--- src/rtl/mac_key_extract.sv ---
// Ingress header parser emitting DA then SA 60-bit {VID,MAC} hash keys.
// Define MAC_KEY_VLAN_EN to enable 802.1Q TPID/TCI parsing.
module mac_key_extract #(
  parameter logic [11:0] P_DEFAULT_VID = 12'd1,
  parameter int          P_PORT_W      = 4,
  parameter logic [15:0] P_TPID        = 16'h8100
) (
  input  logic                i_clk,
  input  logic                i_rst,
  input  logic [7:0]          i_data,
  input  logic                i_valid,
  input  logic                i_sof,
  input  logic                i_eof,
  input  logic [P_PORT_W-1:0] i_src_port,
  output logic [59:0]         o_key,
  output logic                o_key_type,
  output logic [P_PORT_W-1:0] o_key_port,
  output logic                o_key_valid,
  input  logic                i_key_ready,
  output logic                o_hash_en,
  output logic [15:0]         o_runt_cnt,
  output logic [15:0]         o_drop_cnt
);

  localparam logic [2:0] S_IDLE = 3'd0;
  localparam logic [2:0] S_DMAC = 3'd1;
  localparam logic [2:0] S_SMAC = 3'd2;
  localparam logic [2:0] S_SKIP = 3'd3;
`ifdef MAC_KEY_VLAN_EN
  localparam logic [2:0] S_TPID = 3'd4;
  localparam logic [2:0] S_TCI  = 3'd5;
`endif

  localparam logic [1:0] O_IDLE = 2'd0;
  localparam logic [1:0] O_DA   = 2'd1;
  localparam logic [1:0] O_SA   = 2'd2;

  logic [2:0]          pstate;
  logic [3:0]          idx;
  logic [47:0]         da;
  logic [47:0]         sa;
  logic [P_PORT_W-1:0] port_q;

  logic [1:0]          ostate;
  logic [59:0]         key_q;
  logic                type_q;
  logic [P_PORT_W-1:0] kport_q;
  logic [59:0]         sa_buf;
  logic [15:0]         runt_q;
  logic [15:0]         drop_q;

  logic        start;
  logic        active;
  logic        done;
  logic        runt;
  logic        fire;
  logic        accept;
  logic        drop;
  logic [11:0] pair_vid;
  logic [47:0] pair_sa;

  assign start  = i_valid & i_sof;
  assign active = i_valid & ~i_sof &
                  (pstate != S_IDLE) &
                  (pstate != S_SKIP);

`ifdef MAC_KEY_VLAN_EN
  logic [7:0]  tpid_hi;
  logic [3:0]  vid_hi;
  logic        tag_hit;
  logic [11:0] tci_vid;

  assign tag_hit = {tpid_hi, i_data} == P_TPID;
  assign tci_vid = {vid_hi, i_data};
  assign done    = active &
                   (((pstate == S_TPID) &
                     (idx == 4'd13) & ~tag_hit) |
                    ((pstate == S_TCI) &
                     (idx == 4'd15)));
  assign pair_vid = ((pstate == S_TCI) &&
                     (tci_vid != 12'd0)) ?
                    tci_vid : P_DEFAULT_VID;
  assign pair_sa  = sa;
`else
  logic unused_tpid;

  assign unused_tpid = ^P_TPID;
  // Last SA byte completes the pair, so fold it in directly
  assign done     = active & (pstate == S_SMAC) &
                    (idx == 4'd11);
  assign pair_vid = P_DEFAULT_VID;
  assign pair_sa  = {sa[39:0], i_data};
`endif

  assign runt = i_valid & i_eof & ~done &
                (start | active);

  always_ff @(posedge i_clk or posedge i_rst) begin
    if (i_rst) begin
      pstate <= S_IDLE;
      idx    <= 4'd0;
      da     <= 48'd0;
      sa     <= 48'd0;
      port_q <= '0;
`ifdef MAC_KEY_VLAN_EN
      tpid_hi <= 8'd0;
      vid_hi  <= 4'd0;
`endif
    end else if (start) begin
      pstate <= i_eof ? S_IDLE : S_DMAC;
      idx    <= 4'd1;
      da     <= {da[39:0], i_data};
      port_q <= i_src_port;
    end else if (active) begin
      idx <= idx + 4'd1;
      unique case (pstate)
        S_DMAC: begin
          da <= {da[39:0], i_data};
          if (idx == 4'd5) pstate <= S_SMAC;
        end
        S_SMAC: begin
          sa <= {sa[39:0], i_data};
`ifdef MAC_KEY_VLAN_EN
          if (idx == 4'd11) pstate <= S_TPID;
`else
          if (idx == 4'd11) pstate <= S_SKIP;
`endif
        end
`ifdef MAC_KEY_VLAN_EN
        S_TPID: begin
          if (idx == 4'd12) tpid_hi <= i_data;
          else pstate <= tag_hit ? S_TCI : S_SKIP;
        end
        S_TCI: begin
          if (idx == 4'd14) vid_hi <= i_data[3:0];
          else pstate <= S_SKIP;
        end
`endif
        default: ;
      endcase
      if (i_eof) pstate <= S_IDLE;
    end else if ((pstate == S_SKIP) &
                 i_valid & i_eof) begin
      pstate <= S_IDLE;
    end
  end

  assign o_key_valid = ostate != O_IDLE;
  assign fire        = o_key_valid & i_key_ready;
  assign o_hash_en   = fire;
  // Buffer is free if idle or its SA key leaves this cycle
  assign accept = done &
                  ((ostate == O_IDLE) |
                   ((ostate == O_SA) & fire));
  assign drop   = done & ~accept;

  always_ff @(posedge i_clk or posedge i_rst) begin
    if (i_rst) begin
      ostate  <= O_IDLE;
      key_q   <= 60'd0;
      type_q  <= 1'b0;
      kport_q <= '0;
      sa_buf  <= 60'd0;
    end else if (accept) begin
      ostate  <= O_DA;
      key_q   <= {pair_vid, da};
      type_q  <= 1'b0;
      kport_q <= port_q;
      sa_buf  <= {pair_vid, pair_sa};
    end else begin
      unique case (ostate)
        O_DA: begin
          if (fire) begin
            ostate <= O_SA;
            key_q  <= sa_buf;
            type_q <= 1'b1;
          end
        end
        O_SA: begin
          if (fire) ostate <= O_IDLE;
        end
        default: ;
      endcase
    end
  end

  always_ff @(posedge i_clk or posedge i_rst) begin
    if (i_rst) begin
      runt_q <= 16'd0;
      drop_q <= 16'd0;
    end else begin
      if (runt && runt_q != 16'hFFFF)
        runt_q <= runt_q + 16'd1;
      if (drop && drop_q != 16'hFFFF)
        drop_q <= drop_q + 16'd1;
    end
  end

  assign o_key      = key_q;
  assign o_key_type = type_q;
  assign o_key_port = kport_q;
  assign o_runt_cnt = runt_q;
  assign o_drop_cnt = drop_q;

endmodule

--- config.mk ---
export PLATFORM = sky130hd
export DESIGN_NAME = mac_key_extract
export DESIGN_NICKNAME = d
export VERILOG_FILES = /design/src/rtl/mac_key_extract.sv
export SDC_FILE = /design/constraint.sdc
export NUM_CORES = 1
export LEC_CHECK = 0
export BUFFER_PORTS_ARGS = -buffer_cell sky130_fd_sc_hd__buf_2
export CORE_MARGIN = 1.5
export CORE_UTILIZATION = 60
export CTS_BUF_LIST = sky130_fd_sc_hd__clkbuf_4 sky130_fd_sc_hd__clkbuf_8
export CTS_CLUSTER_DIAMETER = 200
export DETAILED_ROUTE_END_ITERATION = 16
export PLACE_DENSITY_LB_ADDON = 0.1
export SYNTH_ARGS = -nofsm -noshare
export SYNTH_HDL_FRONTEND = slang
export SYNTH_SLANG_ARGS = --single-unit
--- constraint.sdc ---
create_clock -name i_clk -period 8.69 [get_ports i_clk]
set_input_delay 0.869 -clock i_clk [delete_from_list [all_inputs] [get_ports i_clk]]
set_output_delay 0.869 -clock i_clk [all_outputs]
set_load 0.02 [all_outputs]
### Word-level counts from Yosys, hierarchy flattened

Index checks and enable logic that the tools add are counted.

| storage, ports and cells | value |
|---|---|
| flip-flop bits (word level) | 247 |
| bits of input ports | 18 |
| output and inout port bits | 99 |
| word-level logic and storage cells | 90 |

| operators by class | value |
|---|---|
| add/sub/neg operators | 3 |
| equality and inequality tests | 15 |
| mux-type cells | 23 |
| bitwise gates (word level) | 21 |
| reduce and logical (&&, ||, !) cells | 16 |

Operator list:

| cell | number |
|---|---|
| $mux 60 | 3 |
| $mux 48 | 3 |
| $add 16x1->16 const B | 2 |
| $ne 16x16->1 const B | 2 |
| $mux 3 | 6 |
| $and 1x1->1 | 15 |
| $reduce_bool 2->1 | 5 |
| $reduce_bool 3->1 | 3 |
| $mux 4 | 2 |
| $eq 3x2->1 const B | 2 |
| $mux 2 | 3 |
| $ne 3x3->1 const B | 2 |
| $pmux 3 s2 | 1 |
| $reduce_and 3->1 | 2 |
| $ne 5x3->1 const B | 1 |
| $ne 5x4->1 const B | 1 |
| $ne 5x5->1 const B | 1 |
| $add 4x1->4 const B | 1 |
| $eq 4x3->1 const B | 1 |
| $eq 4x4->1 const B | 1 |
| $mux 1 | 4 |
| $not 1->1 | 4 |
| $pmux 2 s2 | 1 |
| $reduce_and 2->1 | 2 |
| other kinds (8) | 10 |

### Logic depth before layout (Yosys ltp)

| logic depth | value |
|---|---|
| depth in word-level cells | 10 |
| gate-level depth with buffers | 8 |
| depth with buffers taken out | 6 |

### Worst setup path after synthesis

OpenSTA, ideal clock, no wires.

| timing | value |
|---|---|
| path type | in2reg |
| start | in i_valid |
| end | reg sa_buf[0] |
| setup time | 127 ps |
| data arrival time | 2322 ps |
| data required time | 8563 ps |
| path slack | 6241 ps |
| stages | 7 |
| path buffers | 4 |
| cells stage by stage | buf_2 and4bb_1 buf_2 nor4b_4 buf_4 buf_6 mux2_1 |

| between the ends | value |
|---|---|
| word-level cells in the longest chain between the ends | 6 |

RTL lines:

| what | line | source |
|---|---|---|
| start: declaration | 11 | `input logic i_valid,` |
| $and 1x1->1 (2 in a row) | 63 | `assign active = i_valid & ~i_sof &` |
| $and 1x1->1 | 64 | `(pstate != S_IDLE) &` |
| $and 1x1->1 (2 in a row) | 89 | `assign done = active & (pstate == S_SMAC) &` |
| $and 1x1->1 | 152 | `assign accept = done &` |
| end signal: assignment | 169 | `sa_buf <= {pair_vid, pair_sa};` |
| end: declaration | 48 | `logic [59:0] sa_buf;` |

No other way between the ends.
A chain may end at the register's enable or synchronous reset.

### Final worst setup path

| timing | value |
|---|---|
| start | in i_sof |
| end | reg sa_buf[14] |

| between the ends | value |
|---|---|
| word-level cells in the longest chain between the ends | 7 |

RTL lines:

| what | line | source |
|---|---|---|
| start: declaration | 12 | `input logic i_sof,` |
| $not 1->1 | 63 |  |
| $and 1x1->1 (2 in a row) | 63 |  |
| $and 1x1->1 | 64 |  |
| $and 1x1->1 (2 in a row) | 89 |  |
| $and 1x1->1 | 152 |  |

No other way between the ends.

==> results.yml <==
outcome:
  status: "complete, no violations"
sta:
  slew-limit-headroom_pct: 17.1
  rsz0062_at_grt: "no"
  post-route-period-util_pct: 33.2
  period_minus_slack_ns: 2.89
  tightest_slew_ns: 1.23
  setup_viol: 0
  fin_skew_ns: 0.0123
  fmaxAchievable_ghz: 0.346
  hold_viol: 0
  tns_ns: 0
  maxSlewViolCount: 0
finish:
  n_antenna_cell: 0
  final_common_cell: "dfrtp_1"
  layout-drive-gt1-share_pct: 34.8
  filler_cell_count: 1141
  mostFrequentLayoutCells: "dfrtp_1, mux2_2, buf_2"
  final_cells: 1074
  finalNetCount: 858
  post-route-cell-area_mm2: 0.0111
  syn2layout_area_growth_pct: 14.8
worst_setup_path:
  critical-path-top-delay-family: "buffers and inverters"
  crit_type: "input pin to flop"
  max_stage_delay_ns: 0.67
  crit_buf_inv: 3
  crit_slowest_cell: "buf_4"
  worst_setup_path_start_kind: "input pin"
  cp.arrival_ns: 3.28
  cp.required_ns: 9.08
  path_cells: "buf_2 -> and4bb_2 -> buf_4 -> nor4b_4 -> buf_4 -> mux2_1"
  cp-end-kind: "flop"
  crit_top_cell: "buf_4"
  crit_fanout: 78
yosys:
  ys.flop_type: "dfrtp_1"
  syn_inst: 722
  avgSynthCellArea_um2: 13.4
  yosysWarnings: 0
  synth_top_cell_by_area: "dfrtp_1"
  synth_area_leaders: "dfrtp_1, mux2_2, mux2i_1"
  yosysTopAreaCellShare_pct: 60.6
  ys_seq_area_share_pct: 60.6
  ys_ff_latch: 235
  synth_cell_types: 41
  synth_edf_count: 0
  async_reset_ff_share_pct: 100
  syn-cell-area_mm2: 0.00970
pwr:
  max-vdd-ir-drop_mv: 0.145
  swShare_pct: 24.1
  p_int_mw: 1.89
  p_leak_nw: 5.91
  switchingPower_uw: 601
  pwr-share-comb_pct: 8.2
  p_clk_share_pct: 39.7
  power_density_mw_per_mm2: 224
  seq_power_share_pct: 52.1
grt:
  met2_usage_pct: 36.9
  grtUsageTotal_pct: 22.4
  antenna_found_initial: 0
  grt_pass1_wl_um: 29700
  use_met3_pct: 6.23
  busiest_layer: "met2"
  grt_max_degree: 153
  grt_pass1_vias: 5907
  grt-ovfl-total: 0
  met1_usage_pct: 29.2
placement:
  dp_cells: 1012
  placed_area_mm2: 0.0103
  gp_congestion: 0.833
  io_buffers: 105
  dp_hpwl_um: 11600
die:
  start_util_pct: 61.3
  core_mm2: 0.0158
  dieWidth_um: 130
  io_pins: 117
  die-area_mm2: 0.0169
  fp-row-count: 46
  die_h_um: 130
routing:
  wire_per_inst_um: 17.1
  antenna_left: 0
  viasPerCell: 5.48
  wirelength_um: 18300
  num_vias: 5882
  first_pass_iters: 4
  drtIter0Drc: 296
  drc: 0
cts:
  hold_buffers: 0
  ctsLongestPathBuffers: 3
  ctsHtreeMaxLevel: 2
  root_buffer: "clkbuf_8"
  clk_pin_slew_ns: 0.06
  clock_latency_ns: 0.52
  cts_made_buffers: 38
  cts_resized: 0
  cts_sinks: 235
  cts_tree: "yes"
  cts_setup_buffers: 0
hold_path:
  hold_path_class: "flop to flop"
flow_run:
  cap_violations: 0
==> flip-flops by register name, indices dropped and copies added, names as in the netlist <==
| name | cells |
|---|---|
| pstate | 2 |
| sa_buf | 49 |
| o_drop_cnt | 16 |
| o_key | 49 |
| da | 48 |
| o_runt_cnt | 16 |
| o_key_type | 1 |
| port_q | 4 |
| idx | 4 |
| o_key_port | 4 |
| sa | 40 |
| ostate | 2 |
==> power by group through the flow <==
stage | logic, mW | registers (mW) | clock network, mW
finish | 0.205 | 1.30 | 0.988
global route | 0.231 | 1.31 | 1.07
CTS | 0.209 | 1.30 | 1.02
detailed placement | 0.208 | 1.32 | 0
global placement | 0.198 | 1.31 | 0
floorplan | 0.152 | 1.30 | 0
==> area by class of cell <==
cell class	instances	area (um2)	area share, %
Sequential cell	235	5880	52.8
Clock inverter	3	40.0	0.359
Inverter	8	37.5	0.337
Clock buffer	59	762	6.84
Tap cell	216	270	2.43
Multi-Input combinational cell	442	3580	32.1
Timing Repair Buffer	111	571	5.12
==> routing by layer <==
layer	wire (um)	part of all wire (%)
met1	8090	44
met2	8880	48
met3	1030	5.6
met4	318	1.7
met5	0	0
==> cell families after synthesis <==
| family | share of synthesized area (%) |
|---|---|
| other cells | 0.0387 |
| xor+xnor | 2.62 |
| compound gates | 4.29 |
| buf+inv | 2.99 |
| fa+ha+maj | 0.516 |
| simple gates | 6.82 |
| flops | 60.6 |
| mux | 22.1 |
==> worst reg2reg max path, stage by stage, from the launching register on <==
cell,delay [ns]
dfrtp_1,0.43
and4bb_2,0.30
buf_4,0.50
nor4b_4,0.34
buf_4,0.67
mux2_1,0.43
==> final timing paths <==
check	from	endpoint	slack [ns]	cells after the start
min	sa_buf[48]$_DFFE_PP0N_	sa_buf[48]$_DFFE_PP0N_	0.47	1
min in group asynchronous	i_rst	o_key[34]$_DFFE_PP0P_	0.53	2
max in group asynchronous	i_rst	port_q[1]$_DFFE_PP0P_	6.43	3
min reg2reg	sa_buf[48]$_DFFE_PP0N_	sa_buf[48]$_DFFE_PP0N_	0.47	1
max reg2reg	pstate[0]$_DFFE_PP0P_	sa_buf[14]$_DFFE_PP0N_	5.90	5
max	i_sof	sa_buf[14]$_DFFE_PP0N_	5.80	6
==> cell usage after synthesis, drive strengths merged (2+ instances only) <==
cell type    n
dfrtp      235
mux2       146
nand2       61
o21ai       56
mux2i       50
buf         31
xnor2       22
clkbuf      16
nand3       13
nand4       13
nor2        10
inv          8
and3         7
xor2         7
and4         4
ha           4
nand3b       4
nor2b        4
a21oi        3
nand2b       3
nor3         3
or2          3
a211oi       2
a21o         2
a31oi        2
and2         2
o21a         2
==> per-stage QoR <==
| stage | util [%] | setup slack [ns] | hold WS [ns] | total power, mW |
|---|---|---|---|---|
| after global placement | 65.3 | 5.32 | 0.453 | 1.51 |
| after floorplan | - | 1.37 | 0.440 | 1.45 |
| after detailed placement | 65.3 | 5.28 | 0.461 | 1.53 |
| after CTS | 70.4 | 5.83 | 0.475 | 2.53 |
| after global routing | 70.4 | 5.65 | 0.498 | 2.61 |
| final | 70.4 | 5.80 | 0.471 | 2.49 |
Note: power is estimated with default switching activity, not from simulation.
